<file path="config.mk">
export PLATFORM = sky130hd
export DESIGN_NAME = dbuf_pwr_seq
export DESIGN_NICKNAME = d
export VERILOG_FILES = /design/src/rtl/dbuf_pwr_seq.sv
export SDC_FILE = /design/constraint.sdc
export NUM_CORES = 1
export LEC_CHECK = 0
export BUFFER_PORTS_ARGS = -buffer_cell sky130_fd_sc_hd__buf_2
export CAP_MARGIN = 10
export CORE_MARGIN = 3
export CORE_UTILIZATION = 47
export CTS_CLUSTER_SIZE = 14
export DETAILED_ROUTE_END_ITERATION = 6
export PLACE_DENSITY = 0.67
export SETUP_SLACK_MARGIN = 0.3
export SYNTH_ARGS = -nofsm -noshare
export SYNTH_HDL_FRONTEND = slang
export SYNTH_SLANG_ARGS = --single-unit
</file>
<file path="constraint.sdc">
create_clock -name CELCLK -period 1.75 [get_ports CELCLK]
set_input_delay 0.175 -clock CELCLK [delete_from_list [all_inputs] [get_ports CELCLK]]
set_output_delay 0.175 -clock CELCLK [all_outputs]
set_load 0.1 [all_outputs]
</file>
<file path="src/rtl/dbuf_pwr_seq.sv">
`default_nettype none
// ---------------------------------------------------------------------------
// dbuf_pwr_seq : staggered enable sequencer for a bank of dbuf bricks
// Revision     : 1.0
// ---------------------------------------------------------------------------
module dbuf_pwr_seq #(
  parameter int NBUF   = 4,
  parameter int SETTLE = 8,
  parameter int CW     = 4
) (
  input  logic            CELCLK,
  input  logic            CELRST,
  input  logic            CELV,
  input  logic            CELG,
  input  logic            SUB,
  input  logic            pwr_req,
  input  logic            fault,
  output logic [NBUF-1:0] en,
  output logic            pwr_ack,
  output logic            busy,
  output logic            fault_flag
);

  localparam int SW = (NBUF > 1) ? $clog2(NBUF) : 1;
  localparam logic [CW-1:0]   RELOAD = CW'(SETTLE - 1);
  localparam logic [SW-1:0]   LAST   = SW'(NBUF - 1);
  localparam logic [NBUF-1:0] FIRST  = NBUF'(1);

  typedef enum logic [2:0] {
    S_OFF     = 3'd0,
    S_RAMP_UP = 3'd1,
    S_ON      = 3'd2,
    S_RAMP_DN = 3'd3,
    S_FAULT   = 3'd4
  } state_t;

  state_t          state, state_nx;
  logic [NBUF-1:0] en_nx;
  logic [CW-1:0]   cnt, cnt_nx;
  logic [SW-1:0]   stage, stage_nx;
  logic            ack_nx, busy_nx, flag_nx;

  // Rail pins are carried for netlist connectivity only.
  logic unused_pins;
  assign unused_pins = ^{CELV, CELG, SUB};

  always_ff @(posedge CELCLK) begin
    if (CELRST) begin
      state      <= S_OFF;
      en         <= '0;
      cnt        <= '0;
      stage      <= '0;
      pwr_ack    <= 1'b0;
      busy       <= 1'b0;
      fault_flag <= 1'b0;
    end else begin
      state      <= state_nx;
      en         <= en_nx;
      cnt        <= cnt_nx;
      stage      <= stage_nx;
      pwr_ack    <= ack_nx;
      busy       <= busy_nx;
      fault_flag <= flag_nx;
    end
  end

  always_comb begin
    state_nx = state;
    en_nx    = en;
    cnt_nx   = cnt;
    stage_nx = stage;
    ack_nx   = pwr_ack;
    busy_nx  = busy;
    flag_nx  = fault_flag;

    if (fault) begin
      state_nx = S_FAULT;
      en_nx    = '0;
      cnt_nx   = '0;
      stage_nx = '0;
      ack_nx   = 1'b0;
      busy_nx  = 1'b0;
      flag_nx  = 1'b1;
    end else begin
      case (state)
        S_OFF: begin
          if (pwr_req) begin
            state_nx = S_RAMP_UP;
            en_nx    = FIRST;
            cnt_nx   = RELOAD;
            stage_nx = '0;
            busy_nx  = 1'b1;
          end
        end
        S_RAMP_UP: begin
          // A request drop takes precedence over a same-cycle step.
          if (!pwr_req) begin
            state_nx = S_RAMP_DN;
            en_nx    = en >> 1;
            stage_nx = (stage == '0) ? '0 : stage - 1'b1;
            cnt_nx   = RELOAD;
          end else if (cnt != '0) begin
            cnt_nx = cnt - 1'b1;
          end else if (stage == LAST) begin
            state_nx = S_ON;
            ack_nx   = 1'b1;
            busy_nx  = 1'b0;
          end else begin
            en_nx    = (en << 1) | FIRST;
            stage_nx = stage + 1'b1;
            cnt_nx   = RELOAD;
          end
        end
        S_ON: begin
          if (!pwr_req) begin
            state_nx = S_RAMP_DN;
            en_nx    = en >> 1;
            stage_nx = (stage == '0) ? '0 : stage - 1'b1;
            cnt_nx   = RELOAD;
            ack_nx   = 1'b0;
            busy_nx  = 1'b1;
          end
        end
        S_RAMP_DN: begin
          // Once en is empty, one more full interval elapses before OFF.
          if (cnt != '0) begin
            cnt_nx = cnt - 1'b1;
          end else if (en == '0) begin
            state_nx = S_OFF;
            busy_nx  = 1'b0;
          end else begin
            en_nx    = en >> 1;
            stage_nx = (stage == '0) ? '0 : stage - 1'b1;
            cnt_nx   = RELOAD;
          end
        end
        S_FAULT: begin
          if (!pwr_req) begin
            state_nx = S_OFF;
            flag_nx  = 1'b0;
          end
        end
        default: begin
          state_nx = S_OFF;
          en_nx    = '0;
          cnt_nx   = '0;
          stage_nx = '0;
          ack_nx   = 1'b0;
          busy_nx  = 1'b0;
          flag_nx  = 1'b0;
        end
      endcase
    end
  end

endmodule
`default_nettype wire

</file>
==> run metrics <==
outcome=finished, final reports clean; standard-cell row count=17; commonest register cell after synthesis=sky130_fd_sc_hd__dfxtp_1; kind of critical path=flip-flop to flip-flop; gate count of the mapped netlist=roughly 130; Switching Share=32.8%; number of setup violations in the final report=0; clock slew seen by the registers of the worst setup and hold paths=around 100 ps; mean routed wirelength per cell=~15 µm; post-detailed-route DRC marker count=0; proportion of synthesized chip area in sequential cells=28.7%; TNS Setup=0 ps; number of buffers on the longest clock path=2; Core ar.=2230 µm²; largest net degree at the start of global routing=19; final core area utilization=59.4%; Yosys top cell by area=sky130_fd_sc_hd__dfxtp_1; number of cells in the finished layout apart from fillers=between 150 and 200; distinct cell type count of the synthesized netlist=49; average size of a mapped cell=roughly 9 µm²; part of the power in combinational logic=27.1%; instance area after placement=between 1000 and 1500 µm²; clock period minus worst slack=~1500 ps; NumNets Final=~160; number of levels in the clock H-tree=1; cell type of the slowest stage on the worst timing path=sky130_fd_sc_hd__or3b_4; endpoint kind of the worst setup timing path=flip-flop; number of DRC violations after detailed-routing iteration 0=21; clock net sink count=16; Root Buffer=sky130_fd_sc_hd__clkbuf_4; Yosys warning count=0; setup repair after global routing missed its margin=yes; clock latency of the later-clocked register in the worst-skew pair=~290 ps; Power per Cell Area=611 nW/µm²; number of synthesized register bits=16; global routing usage summed across all routing layers=20.2%; simple-gate share of the synthesized area=a little over a quarter; count of antenna-violating nets left after detailed routing=0; share of cell area taken by muxes after synthesis=approximately 5.4%; max-slew violation count=0; layout cells sized above 1=a little under two fifths; wirelength, routed=between 2000 and 3000 µm; Syn Nets=between 100 and 150; CTS tree=done; Initial DRT Pass Iterations=4; slew at the pin closest to its max-slew limit=a little under 500 ps; horizontal extent of the die=around 55 µm; Final Wtd Congestion=around 0.88; type of element launching the critical path=flip-flop; data required time at the worst endpoint=1940 ps; via count=around 1000; fmax=between 600 and 700 MHz; starting utilization of the core area=between 40% and 50%; port buffer count=10; post-synthesis instance area=around 1100 µm²; parity-gate share of the synthesized area counting xor and xnor cells=less than 1%; DP Wirelength=approximately 1800 µm; Synth Area in Compound Gates=between 20% and 30%; final hold violations=0; Synth async-reset ratio=0%; largest family of logic cells by synthesized area=compound AO/OA/AOI/OAI gates; sw power=between 0.0002 and 0.0003 W; post-route clock skew=~3.7 ps; fill count=roughly 210; ANT cells=0; arithmetic-cell share of the synthesized area counting full adders, half adders and majority gates=roughly 4.5%; via count of the first global-routing pass=around 950; internal power=between 0.0005 and 0.0006 W; data arrival time at the worst-slack endpoint=about 1700 ps; leakage power=approximately 0.53 nW; top post-synthesis cells by area=sky130_fd_sc_hd__dfxtp_1 (29%), sky130_fd_sc_hd__mux2i_1 (5.4%), sky130_fd_sc_hd__ha_1 (4.5%); first-pass GRT wire length=around 4300 µm; Max Cap Viol=0; hold slack=approximately 86 ps; antenna violations before repair=0; Chip Height=about 55 µm; Slew Limit Headroom=between 60% and 70%; Final Instance Area=1330 µm²; clock buffers created by TritonCTS=3; Die Outline Area=between 2000 and 3000 µm²; clock group share of total power=25.6%; maximum ir drop on the vdd rail=approximately 0.00046 V; number of cells in the design after placement=162; Seq pwr share=a little under half; count of flip-flops with a built-in enable after synthesis=0; share of the clock period used by the worst path after layout=86.7%; mean number of vias per cell=around 5.8; crit-path max FO=6; area share of the leading cell type in the synthesized netlist=roughly 29%; area delta synth->final=18.9%; sum of overflow across all layers after global routing=0; Hold Crit Class=input port to flip-flop; Boundary Pins=14; crit path cell chain=inv_2 -> ha_4 -> or3b_4 -> o21ai_2 -> a31oi_4 -> buf_12 -> mux2i_1; Largest stage delay, worst path=around 390 ps; highest-count cells in the layout ignoring fill and taps=sky130_fd_sc_hd__nand2_1 (10), sky130_fd_sc_hd__buf_2 (10), sky130_fd_sc_hd__buf_4 (10)
state kept, by name, summed over array words and instances (netlist names):
signal      cells
state           3
en              4
busy            1
fault_flag      1
pwr_ack         1
cnt             4
stage           2
cell usage after synthesis (2+ instances only):
| library cell | count |
|---|---|
| sky130_fd_sc_hd__buf_4 | 2 |
| sky130_fd_sc_hd__a32o_1 | 2 |
| sky130_fd_sc_hd__buf_6 | 2 |
| sky130_fd_sc_hd__o21a_1 | 2 |
| sky130_fd_sc_hd__clkbuf_1 | 3 |
| sky130_fd_sc_hd__nor3_1 | 3 |
| sky130_fd_sc_hd__nand2_1 | 10 |
| sky130_fd_sc_hd__nand3_1 | 4 |
| sky130_fd_sc_hd__nor3b_1 | 2 |
| sky130_fd_sc_hd__nor2_1 | 9 |
| sky130_fd_sc_hd__a211o_1 | 3 |
| sky130_fd_sc_hd__o21ai_0 | 7 |
| sky130_fd_sc_hd__nand2b_1 | 4 |
| sky130_fd_sc_hd__a22o_1 | 2 |
| sky130_fd_sc_hd__o22ai_1 | 2 |
| sky130_fd_sc_hd__a21oi_1 | 5 |
| sky130_fd_sc_hd__ha_1 | 4 |
| sky130_fd_sc_hd__dfxtp_1 | 16 |
| sky130_fd_sc_hd__inv_1 | 4 |
| sky130_fd_sc_hd__mux2i_1 | 6 |
| sky130_fd_sc_hd__nor2b_1 | 6 |
metrics by stage:
step	setup WS (ps)	total power, W
after global routing	174	0.000849
final	233	0.000811
after CTS	247	0.000818
after floorplan	278	0.000542
after global placement	186	0.000574
after detailed placement	135	0.000578
cell type report:
class	count	area (µm²)	share of cell area, %
multi-input combinational	97	751	56.6
clock inverter	1	3.75	0.283
clock buffer	3	22.5	1.70
tap	28	35.0	2.64
sequential	16	344	25.9
timing repair buffer	22	156	11.8
inverter	4	15.0	1.13
power by group through the flow:
stage	sequential, W	clock, W	combinational, W
final	0.000383	0.000208	0.000220
after global routing	0.000385	0.000229	0.000235
after detailed placement	0.000392	0	0.000186
after floorplan	0.000421	0	0.000121
after global placement	0.000391	0	0.000183
after CTS	0.000384	0.000216	0.000217
what timing repair did:
item / CTS / global route
hold buffers: 0 / 0
buffers inserted: 5 / 0
resized for setup: 10 / 6
pin swaps: 2 / 0
setup endpoints to repair: 11 / 13
path summary, 6_finish.rpt:
check / start / to / slack, ps / cells past startpoint
worst max register to register: cnt[1] / en[2] / 230 / 7
worst min register to register: pwr_ack / pwr_ack / 510 / 2
worst min-delay path: CELRST / state[2] / 90 / 2
worst max-delay path: cnt[1] / en[2] / 230 / 7
worst max-delay path: cells and delay by family, from the launching register on:
kind | cells | cell delay [ps]
AO/OA/AOI/OAI | 2 | 200
adder cells (fa/ha/maj) | 1 | 150
flip-flops | 1 | 340
AND/OR/NAND/NOR | 1 | 390
buffers and inverters | 2 | 230
multiplexers | 1 | 110
kinds of logic (layout without fill, tap and decap cells):
group,Yosys count,after routing
simple gates,50,50
compound gates,36,36
flops,16,16
buf+inv,13,30
mux,6,6
fa+ha+maj,4,4
xor+xnor,1,1
per-layer routing:
layer / global-route usage [%] / share of wire (%) / vias up
met3: 2.45 / 2.5 / 4
met1: 25.0 / 44 / 480
met4: 11.2 / 2.2 / 0
met2: 33.5 / 51 / 18
li1: - / - / 495
met5: 0 / 0 / -
Power figures use the tool's default switching activity.
